## src/rtl/hazard_scoreboard.sv

```systemverilog
// Decode-side hazard scoreboard: tracks in-flight writes over DEPTH stages and the mult/div
// busy counter, producing the Decode stall and per-port forwarding selects.
module hazard_scoreboard #(
   parameter int unsigned NUM_RD   = 2,
   parameter int unsigned DEPTH    = 3,
   parameter int unsigned TNEW_W   = 2,
   parameter int unsigned MULT_LAT = 5,
   parameter int unsigned DIV_LAT  = 10,
   parameter int unsigned SEL_W    = $clog2(DEPTH + 1)
) (
   input  logic                      clk_i,
   input  logic                      reset_i,
   input  logic                      issue_valid_i,
   input  logic [NUM_RD*5-1:0]       rs_addr_i,
   input  logic [NUM_RD*TNEW_W-1:0]  tuse_i,
   input  logic [4:0]                dst_addr_i,
   input  logic [TNEW_W-1:0]         dst_tnew_i,
   input  logic                      md_start_i,
   input  logic                      md_is_div_i,
   input  logic                      md_use_i,
   input  logic                      flush_i,
   output logic                      stall_o,
   output logic [NUM_RD*SEL_W-1:0]   fwd_sel_o,
   output logic                      md_busy_o
);

   localparam int unsigned MaxLat = (MULT_LAT > DIV_LAT) ? MULT_LAT : DIV_LAT;
   localparam int unsigned CntW   = $clog2(MaxLat + 1);

   typedef struct packed {
      logic              valid;
      logic [4:0]        dst;
      logic [TNEW_W-1:0] tnew;
   } entry_t;

   entry_t          ent_q [DEPTH];
   entry_t          ent_d [DEPTH];
   logic [CntW-1:0] cnt_q, cnt_d;
   logic            hazard;
   logic            found;
   logic [4:0]      rs;
   logic [TNEW_W-1:0] tu;
   logic            accept;

   // Youngest valid match per port decides both stall and forward select.
   always_comb begin
      hazard    = 1'b0;
      fwd_sel_o = '0;
      found     = 1'b0;
      rs        = '0;
      tu        = '0;
      for (int p = 0; p < int'(NUM_RD); p++) begin
         found = 1'b0;
         rs    = rs_addr_i[5*p +: 5];
         tu    = tuse_i[TNEW_W*p +: TNEW_W];
         for (int k = 0; k < int'(DEPTH); k++) begin
            if (!found && rs != 5'd0 && ent_q[k].valid && ent_q[k].dst == rs) begin
               found = 1'b1;
               if (ent_q[k].tnew > tu) hazard = 1'b1;
               if (ent_q[k].tnew == '0) fwd_sel_o[SEL_W*p +: SEL_W] = SEL_W'(k + 1);
            end
         end
      end
      if (md_use_i && cnt_q != '0) hazard = 1'b1;
      stall_o = issue_valid_i && hazard && !reset_i;
      if (reset_i) fwd_sel_o = '0;
   end

   assign md_busy_o = (cnt_q != '0) && !reset_i;
   assign accept    = issue_valid_i && !stall_o && !flush_i;

   always_comb begin
      ent_d[0] = '0;
      if (accept && dst_addr_i != 5'd0) begin
         ent_d[0].valid = 1'b1;
         ent_d[0].dst   = dst_addr_i;
         ent_d[0].tnew  = dst_tnew_i;
      end
      for (int k = 1; k < int'(DEPTH); k++) begin
         ent_d[k] = ent_q[k-1];
         if (ent_q[k-1].tnew != '0) ent_d[k].tnew = ent_q[k-1].tnew - 1'b1;
      end
      cnt_d = cnt_q;
      if (accept && md_start_i) begin
         cnt_d = md_is_div_i ? CntW'(DIV_LAT) : CntW'(MULT_LAT);
      end else if (cnt_q != '0) begin
         cnt_d = cnt_q - 1'b1;
      end
   end

   always_ff @(posedge clk_i or posedge reset_i) begin
      if (reset_i) begin
         for (int k = 0; k < int'(DEPTH); k++) ent_q[k] <= '0;
         cnt_q <= '0;
      end else begin
         for (int k = 0; k < int'(DEPTH); k++) ent_q[k] <= ent_d[k];
         cnt_q <= cnt_d;
      end
   end

endmodule

```

## config.mk

```make
export PLATFORM = sky130hd
export DESIGN_NAME = hazard_scoreboard
export DESIGN_NICKNAME = d
export VERILOG_FILES = /design/src/rtl/hazard_scoreboard.sv
export SDC_FILE = /design/constraint.sdc
export NUM_CORES = 1
export LEC_CHECK = 0
export CAP_MARGIN = 20
export CORE_MARGIN = 2
export CORE_UTILIZATION = 54
export DETAILED_ROUTE_END_ITERATION = 7
export PLACE_DENSITY = 0.8
export SLEW_MARGIN = 20
export SYNTH_ARGS = -nofsm -noshare
export SYNTH_HDL_FRONTEND = slang
export SYNTH_SLANG_ARGS = --single-unit
```

## constraint.sdc

```tcl
create_clock -name clk_i -period 3.3 [get_ports clk_i]
set_input_delay 0.33 -clock clk_i [delete_from_list [all_inputs] [get_ports clk_i]]
set_output_delay 0.33 -clock clk_i [all_outputs]
set_load 0.01 [all_outputs]
```

* After elaboration in Yosys (flattened, before gate mapping)
Index checks and enable logic that the tools add are counted.
** Word-level totals
- Flip-flop bits (word level) :: 28
- Logic and storage cells :: 101
** Operators by class
- Reduce and logical (&&, ||, !) cells :: 41
- $lt $le $gt $ge :: 6
- Equality and inequality tests :: 6
- Multiplexer cells :: 35
- $add $sub $neg :: 3
** Operators with widths (count)
- equality test 5 bit :: 6
- logical AND 1 bit :: 24
- two-way mux 2 bit :: 12
- two-way mux 1 bit :: 18
- two-way mux 4 bit :: 4
- nonzero test 5 bit :: 3
- greater-than comparator 2 bit :: 6
- two-way mux 8 bit :: 1
- logical NOT 1 bit :: 7
- logical NOT 2 bit :: 3
- nonzero test 2 bit :: 3
- nonzero test 4 bit :: 1
- subtractor 2 x 1 -> 2 bit (second input constant) :: 2
- subtractor 4 x 1 -> 4 bit (second input constant) :: 1

* Longest topological paths before layout
Gate-level depths: netlist of the first run.
- Word-level depth :: 28
- Mapped depth :: 10
- Gate-level depth less buffers :: 9

* Least setup slack after synthesis of the first run
Ideal clock, no wire load.
- Path type :: register to output
- From :: register cnt_q[0]
- To :: output port stall_o
- Stages on the path, launching flop included :: 10
- Data required time :: 2.970 ns
- Data arrival time :: 2.052 ns
- Path slack :: 0.918 ns
- Path buffers :: 1
- Path through :: dfrtp_1 > inv_1 > ha_1 > nor3b_1 > inv_1 > a221oi_2 > o21ai_1 > o21a_1 > buf_6 > and2_2
** Between the ends
- Longest elaborated chain between the ends :: 5
** Ends and longest elaborated chain
- start, declared :: RTL line 38 : logic [CntW-1:0] cnt_q, cnt_d;
- start signal, assigned :: RTL line 97 : cnt_q <= cnt_d;
- nonzero test 4 bit :: RTL line 64 : if (md_use_i && cnt_q != '0) hazard = 1'b1;
- logical AND 1 bit :: RTL line 64
- two-way mux 1 bit :: RTL line 64
- logical AND 1 bit (2 in a row) :: RTL line 65 : stall_o = issue_valid_i && hazard && !reset_i;
- end, declared :: RTL line 22 : output logic stall_o,
Every way passes these cells.

* Worst setup path in the final report of the first run
- From :: input port rs_addr_i[6]
- To :: output port stall_o
** Between the ends
- Longest elaborated chain between the ends :: 17
** Ends and longest elaborated chain
- start, declared :: RTL line 14 : input logic [NUM_RD*5-1:0] rs_addr_i,
- nonzero test 5 bit :: RTL line 57 : if (!found && rs != 5'd0 && ent_q[k].valid && ent_q[k].dst == rs) begin
- logical AND 1 bit (2 in a row) :: RTL line 57
- two-way mux 1 bit :: RTL line 57
- logical NOT 1 bit :: RTL line 57
- logical AND 1 bit (3 in a row) :: RTL line 57
- two-way mux 1 bit :: RTL line 57
- logical NOT 1 bit :: RTL line 57
- logical AND 1 bit (3 in a row) :: RTL line 57
- two-way mux 1 bit (*) :: RTL line 57
- two-way mux 1 bit (*) :: RTL line 64
- logical AND 1 bit (*) (2 in a row) :: RTL line 65
Mark *: on every way between the ends. The rest lies on a longest branch, timed or not.

==> flow_metrics.env, run 1 <==
export IMPL_period_share_pct=98.5
export IMPL_yosysSeqAreaShare_pct=38.8
export IMPL_post_drt_wl_per_cell_um=15.5
export IMPL_cts_tree="built"
export IMPL_grt_remaining_overflow=0
export IMPL_hold_start="ent_d[15]"
export IMPL_syn_area_per_cell_um2=9.75
export IMPL_io_buffers=33
export IMPL_drtIter0Drc=70
export IMPL_synth_seq_cells=28
export IMPL_synth_edff_count=0
export IMPL_drtAntennaViolNets=0
export IMPL_async_reset_ff_share_pct=100
export IMPL_gp_congestion=0.915
export IMPL_tightest_slew_ns=0.517
export IMPL_drc=0
export IMPL_drive_gt1_share_pct=9.38
export IMPL_place_ws_ns=0.112
export IMPL_status="complete, no violations"
export IMPL_vdd_drop_max_mv=0.333
export IMPL_min_period_ns=3.25
export IMPL_yosys_area_top_type="dfrtp_1"
export IMPL_synthCells=185
export IMPL_arrival_ns=2.92
export IMPL_cts_max_level=1
export IMPL_drt_total_wl_um=4150
export IMPL_yosysUniqueCellTypes=39
export IMPL_synthToLayoutAreaGrowth_pct=25.9
export IMPL_yosys_cell_count_top_type="dfrtp_1"
export IMPL_timing_rr_start="cnt_q[0]"
export IMPL_grt_usage_pct=23.8
export IMPL_antenna_found_initial=0
export IMPL_clkTransAtPathRegs_ns=0.16
export IMPL_cp_data_required_time_ns=2.97
export IMPL_antenna_cells=0
export IMPL_final_nets=266
export IMPL_synth_area_um2=1800
export IMPL_holdWs_ns=0.425
export IMPL_power_density_nw_per_um2=408
export IMPL_synthFlopType="dfrtp_1"
export IMPL_hpwlAfterDp_um=3370
export IMPL_clock_path_buffers=2
export IMPL_place_area_um2=2200
export IMPL_cellLeakagePower_nw=1.03
export IMPL_vias=1520
export IMPL_die_w_um=61.8
export IMPL_slew_headroom_pct=65.3
export IMPL_root_buffer="clkbuf_4"
export IMPL_grt_pass1_wl_um=6580
export IMPL_min_path_type="reg2reg"
export IMPL_hold_viol=0
export IMPL_synth_top_area_share_pct=38.8
export IMPL_ys_top_cells_by_count="28 x dfrtp_1, 19 x inv_1, 17 x xnor2_1"
export IMPL_cp_end_kind="output port"
export IMPL_core_um2=3130
export IMPL_grt_max_degree=29
export IMPL_ios=34
export IMPL_max_freq_mhz=308
export IMPL_synth_area_top_cells="dfrtp_1 39%, ha_1 9.0%, xnor2_1 8.3%"
export IMPL_ys_warn_count=0
export IMPL_syn_nets=226
export IMPL_routed_via_density=5.67
export IMPL_first_pass_iters=4
export IMPL_worst_setup_path_type="in2out"
export IMPL_fin_tns_setup_ns=0
export IMPL_clock_skew_ns=0.00946
export IMPL_clk_latency_ns=0.33
export IMPL_die_y_um=61.8
export IMPL_startpoint_type="input pin"
export IMPL_cts_sinks=28
export IMPL_report_final_slew_viol_count=0
export IMPL_start_util_pct=57.7
export IMPL_cts_inserted_buffers=3
export IMPL_grt_pass1_vias=1475
export IMPL_die_area_um2=3820
export IMPL_final_setup_worst_slack_ns=0.0502
export IMPL_rows=20
export IMPL_startpoint="rs_addr_i[6]"
export IMPL_maxCapViolations=0
export IMPL_setup_violations=0
export IMPL_stdcell_area_um2=2270
export IMPL_worstPathMaxFanout=4
## metal layers
layer	global-route usage (%)	vias to the layer above	share of wire (%)
li1	-	725	-
met5	0	-	0
met2	41.5	59	52
met1	28.4	724	41
met4	12.2	0	2.7
met3	3.31	12	4.7
## cell usage in the layout (no fill, tap or decap), types with 2 or more instances in the layout
cell type        instances
clkdlybuf4s50_1         31
dfrtp_1                 28
inv_1                   19
xnor2_1                 17
xor2_1                  14
ha_1                    13
nand2_1                  8
nor3b_1                  8
nand3_1                  8
a21oi_1                  8
nor2_1                   7
nor3_1                   7
nor2b_1                  6
nor4_1                   4
buf_4                    4
o32a_2                   3
clkbuf_4                 3
or4_1                    2
o21ai_0                  2
or3_1                    2
nand2b_1                 2
o21a_1                   2
o211ai_1                 2
and4b_2                  2
and2_1                   2
dlymetal6s2s_1           2
## per-stage QoR
stage | utilization (%) | total power (W) | cells
after floorplan | - | 0.000605 | 185
after global placement | 70.5 | 0.000688 | 264
after detailed placement | 70.5 | 0.000706 | 264
after CTS | 72.2 | 0.000931 | 268
after global routing | 72.6 | 0.000977 | 268
final | 72.6 | 0.000926 | 268
## where the power goes
part	total, W	switching, W	leakage, nW	internal (W)
clock	0.000226	0.000104	0.0279	0.000123
combinational	0.000281	0.000125	0.633	0.000156
sequential	0.000419	0.0000368	0.373	0.000382
total	0.000926	0.000265	1.03	0.000661
## final timing paths
path,endpoint,slack [ns],cells after the start
setup / recovery,stall_o,0.05,9
hold / removal,ent_d[7],0.42,0
setup reg to reg,cnt_q[1],0.93,10
hold reg to reg,ent_d[7],0.42,0
max in group asynchronous,ent_d[2],2.48,3
min in group asynchronous,ent_q[17],0.56,3
## state kept, by name, summed over array words and instances, names as in the netlist
register and flops:
ent_q 12, ent_d 12, cnt_q 4
## area by class of cell
type                            instances  area (um2)
Multi-Input combinational cell        136        1030
Fill cell                             245         857
Sequential cell                        28         701
Timing Repair Buffer                   37         365
Inverter                               19        71.3
Tap cell                               44        55.1
Clock inverter                          1        30.0
Clock buffer                            3        22.5
## timing repair
action | 4_1_cts | 5_1_grt
resized for setup | 0 | 4
setup buffers | 0 | 0
hold buffers | 0 | 0
setup endpoints to repair | 0 | 1
## kinds of logic after synthesis
| group | after synthesis | share of synthesized area, % |
|---|---|---|
| xor gates and xnor gates | 31 | 15.0 |
| AOI/OAI and AO/OA | 24 | 10.1 |
| muxes | 1 | 0.555 |
| adders and majority gates | 13 | 9.02 |
| buffers and inverters | 21 | 4.78 |
| DFF | 28 | 38.8 |
| and+or+nand+nor | 67 | 21.6 |
## critical path, stage by stage
cell,delay (ns)
clkdlybuf4s50_1,0.52
or4_1,0.61
nor2_1,0.15
nor4_1,0.10
a221oi_2,0.19
o21ai_1,0.13
o21a_1,0.21
and2_2,0.19
clkdlybuf4s50_1,0.48
(Power assumes the default switching activity.)
==> run 2, diff against run 1 <==
--- a/config.mk
+++ b/config.mk
@@ -14,3 +14,4 @@
 export SYNTH_ARGS = -nofsm -noshare
 export SYNTH_HDL_FRONTEND = slang
 export SYNTH_SLANG_ARGS = --single-unit
+export TNS_END_PERCENT = 20
==> results of run 2 <==
The final DEF is identical to that of run 1; final timing and power are the same.
==> run 3, diff against run 2 <==
--- a/config.mk
+++ b/config.mk
@@ -7,9 +7,9 @@
 export LEC_CHECK = 0
 export CAP_MARGIN = 20
 export CORE_MARGIN = 2
-export CORE_UTILIZATION = 54
+export CORE_UTILIZATION = 42
 export DETAILED_ROUTE_END_ITERATION = 7
-export PLACE_DENSITY = 0.8
+export PLACE_DENSITY = 0.65
 export SLEW_MARGIN = 20
 export SYNTH_ARGS = -nofsm -noshare
 export SYNTH_HDL_FRONTEND = slang
==> flow_metrics.env, run 3 (synthesis results as in run 1) <==
export IMPL_fin_tns_setup_ns=0
export IMPL_power_internal_w=0.000701
export IMPL_cts_max_level=1
export IMPL_post_cts_buffers=0
export IMPL_tightest_slew_ns=0.473
export IMPL_period_share_pct=95.6
export IMPL_cts_hold_buffers=0
export IMPL_drt_total_wl_um=4170
export IMPL_hpwlAfterDp_um=3300
export IMPL_drtIter0Drc=56
export IMPL_cts_tree="built"
export IMPL_report_final_slew_viol_count=0
export IMPL_final_common_cell="clkdlybuf4s50_1"
export IMPL_cp_end_kind="output port"
export IMPL_power_clock_fraction_pct=28.4
export IMPL_arrival_ns=2.82
export IMPL_gp_congestion=0.790
export IMPL_clk_latency_ns=0.28
export IMPL_antenna_cells=0
export IMPL_cellLeakagePower_nw=1.06
export IMPL_switchingPower_w=0.000273
export IMPL_vias=1457
export IMPL_drtAntennaViolNets=0
export IMPL_worst_setup_path_type="in2out"
export IMPL_reg2reg_depth=8
export IMPL_die_area_um2=4840
export IMPL_cts_sinks=28
export IMPL_root_buffer="clkbuf_8"
export IMPL_cts_inserted_buffers=3
export IMPL_drive_gt1_share_pct=10.2
export IMPL_rows=23
export IMPL_power_density_nw_per_um2=421
export IMPL_routed_via_density=5.30
export IMPL_first_pass_iters=4
export IMPL_mostFrequentLayoutCells="29 x clkdlybuf4s50_1, 28 x dfrtp_1, 19 x inv_1"
export IMPL_grt_pass1_vias=1467
export IMPL_die_w_um=69.5
export IMPL_clock_skew_ns=0.00271
export IMPL_min_path_type="reg2reg"
export IMPL_startpoint_type="input pin"
export IMPL_power_w=0.000974
export IMPL_p_comb_share_pct=28.8
export IMPL_final_nets=267
export IMPL_slew_headroom_pct=68.2
export IMPL_synthToLayoutAreaGrowth_pct=28.2
export IMPL_min_period_ns=3.15
export IMPL_pwr_share_seq_pct=42.8
export IMPL_grt_setup_unrepaired="false"
export IMPL_die_y_um=69.5
export IMPL_post_drt_wl_per_cell_um=15.2
export IMPL_hold_viol=0
export IMPL_grt_pass1_wl_um=6950
export IMPL_ios=34
export IMPL_antenna_found_initial=0
export IMPL_min_path_cells=0
export IMPL_status="complete, no violations"
export IMPL_setup_violations=0
export IMPL_grt_remaining_overflow=0
export IMPL_sw_frac_of_total_pct=28.0
export IMPL_grt_max_degree=29
export IMPL_cp_data_required_time_ns=2.97
export IMPL_grt_usage_pct=18.2
export IMPL_io_buffers=33
export IMPL_worstPathMaxFanout=4
export IMPL_clkTransAtPathRegs_ns=0.10
export IMPL_vdd_drop_max_mv=0.267
export IMPL_drc=0
export IMPL_max_freq_mhz=317
export IMPL_maxCapViolations=0
export IMPL_clock_path_buffers=2
export IMPL_core_um2=4060
export IMPL_start_util_pct=44.5
-- run 3: final timing paths --
check	start	end	slack, ns
setup reg to reg	ent_d[3]	cnt_q[3]	0.97
max in group asynchronous	reset_i	ent_q[5]	2.40
setup / recovery	rs_addr_i[6]	stall_o	0.15
min in group asynchronous	reset_i	ent_q[16]	0.64
hold / removal	ent_d[15]	ent_d[7]	0.41
hold reg to reg	ent_d[15]	ent_d[7]	0.41
-- run 3: per-layer routing --
metal | vias up | global-route usage [%] | wire length, um
met5 | - | 0 | 0
met4 | 0 | 8.50 | 66
met3 | 5 | 2.76 | 234
met2 | 48 | 28.4 | 1970
met1 | 683 | 24.9 | 1900
li1 | 721 | - | -
-- run 3: final cells by class --
class | instances | area, um2
clock buffer | 3 | 41.3
clock inverter | 1 | 30.0
fill | 351 | 1750
inverter | 19 | 71.3
multi-input combinational | 136 | 1030
sequential | 28 | 701
tap | 50 | 62.6
timing repair buffer | 38 | 378
-- run 3: worst max-delay path, stage by stage --
cell	delay, ns
clkdlybuf4s50_1	0.49
or4_1	0.58
nor2_1	0.16
nor4_1	0.09
a221oi_2	0.17
o21ai_1	0.13
o21a_1	0.21
and2_2	0.19
clkdlybuf4s50_1	0.48
-- run 3: stage by stage --
stage | cells | area (um2) | util [%] | hold WS (ns) | worst slack (ns)
after floorplan | 185 | 1800 | - | 0.366 | 0.918
after global placement | 271 | 2220 | 54.7 | 0.382 | 0.171
final | 275 | 2310 | 57.0 | 0.410 | 0.147
after CTS | 275 | 2290 | 56.5 | 0.408 | 0.0814
after detailed placement | 271 | 2220 | 54.7 | 0.384 | 0.0956
after global routing | 275 | 2310 | 57.0 | 0.420 | 0.00939
-- run 3: repair_timing --
action / in CTS / in global routing
setup endpoints to repair: 0 / 1
resized for setup: 0 / 7
endpoints found under the hold margin: 0 / 0
-- run 3: power groups by stage --
| stage | clock network [W] | logic, W | registers (W) |
|---|---|---|---|
| global route | 0.000295 | 0.000312 | 0.000424 |
| detailed placement | 0 | 0.000280 | 0.000424 |
| global placement | 0 | 0.000269 | 0.000422 |
| CTS | 0.000281 | 0.000283 | 0.000417 |
| floorplan | 0 | 0.000190 | 0.000415 |
| finish | 0.000277 | 0.000280 | 0.000417 |
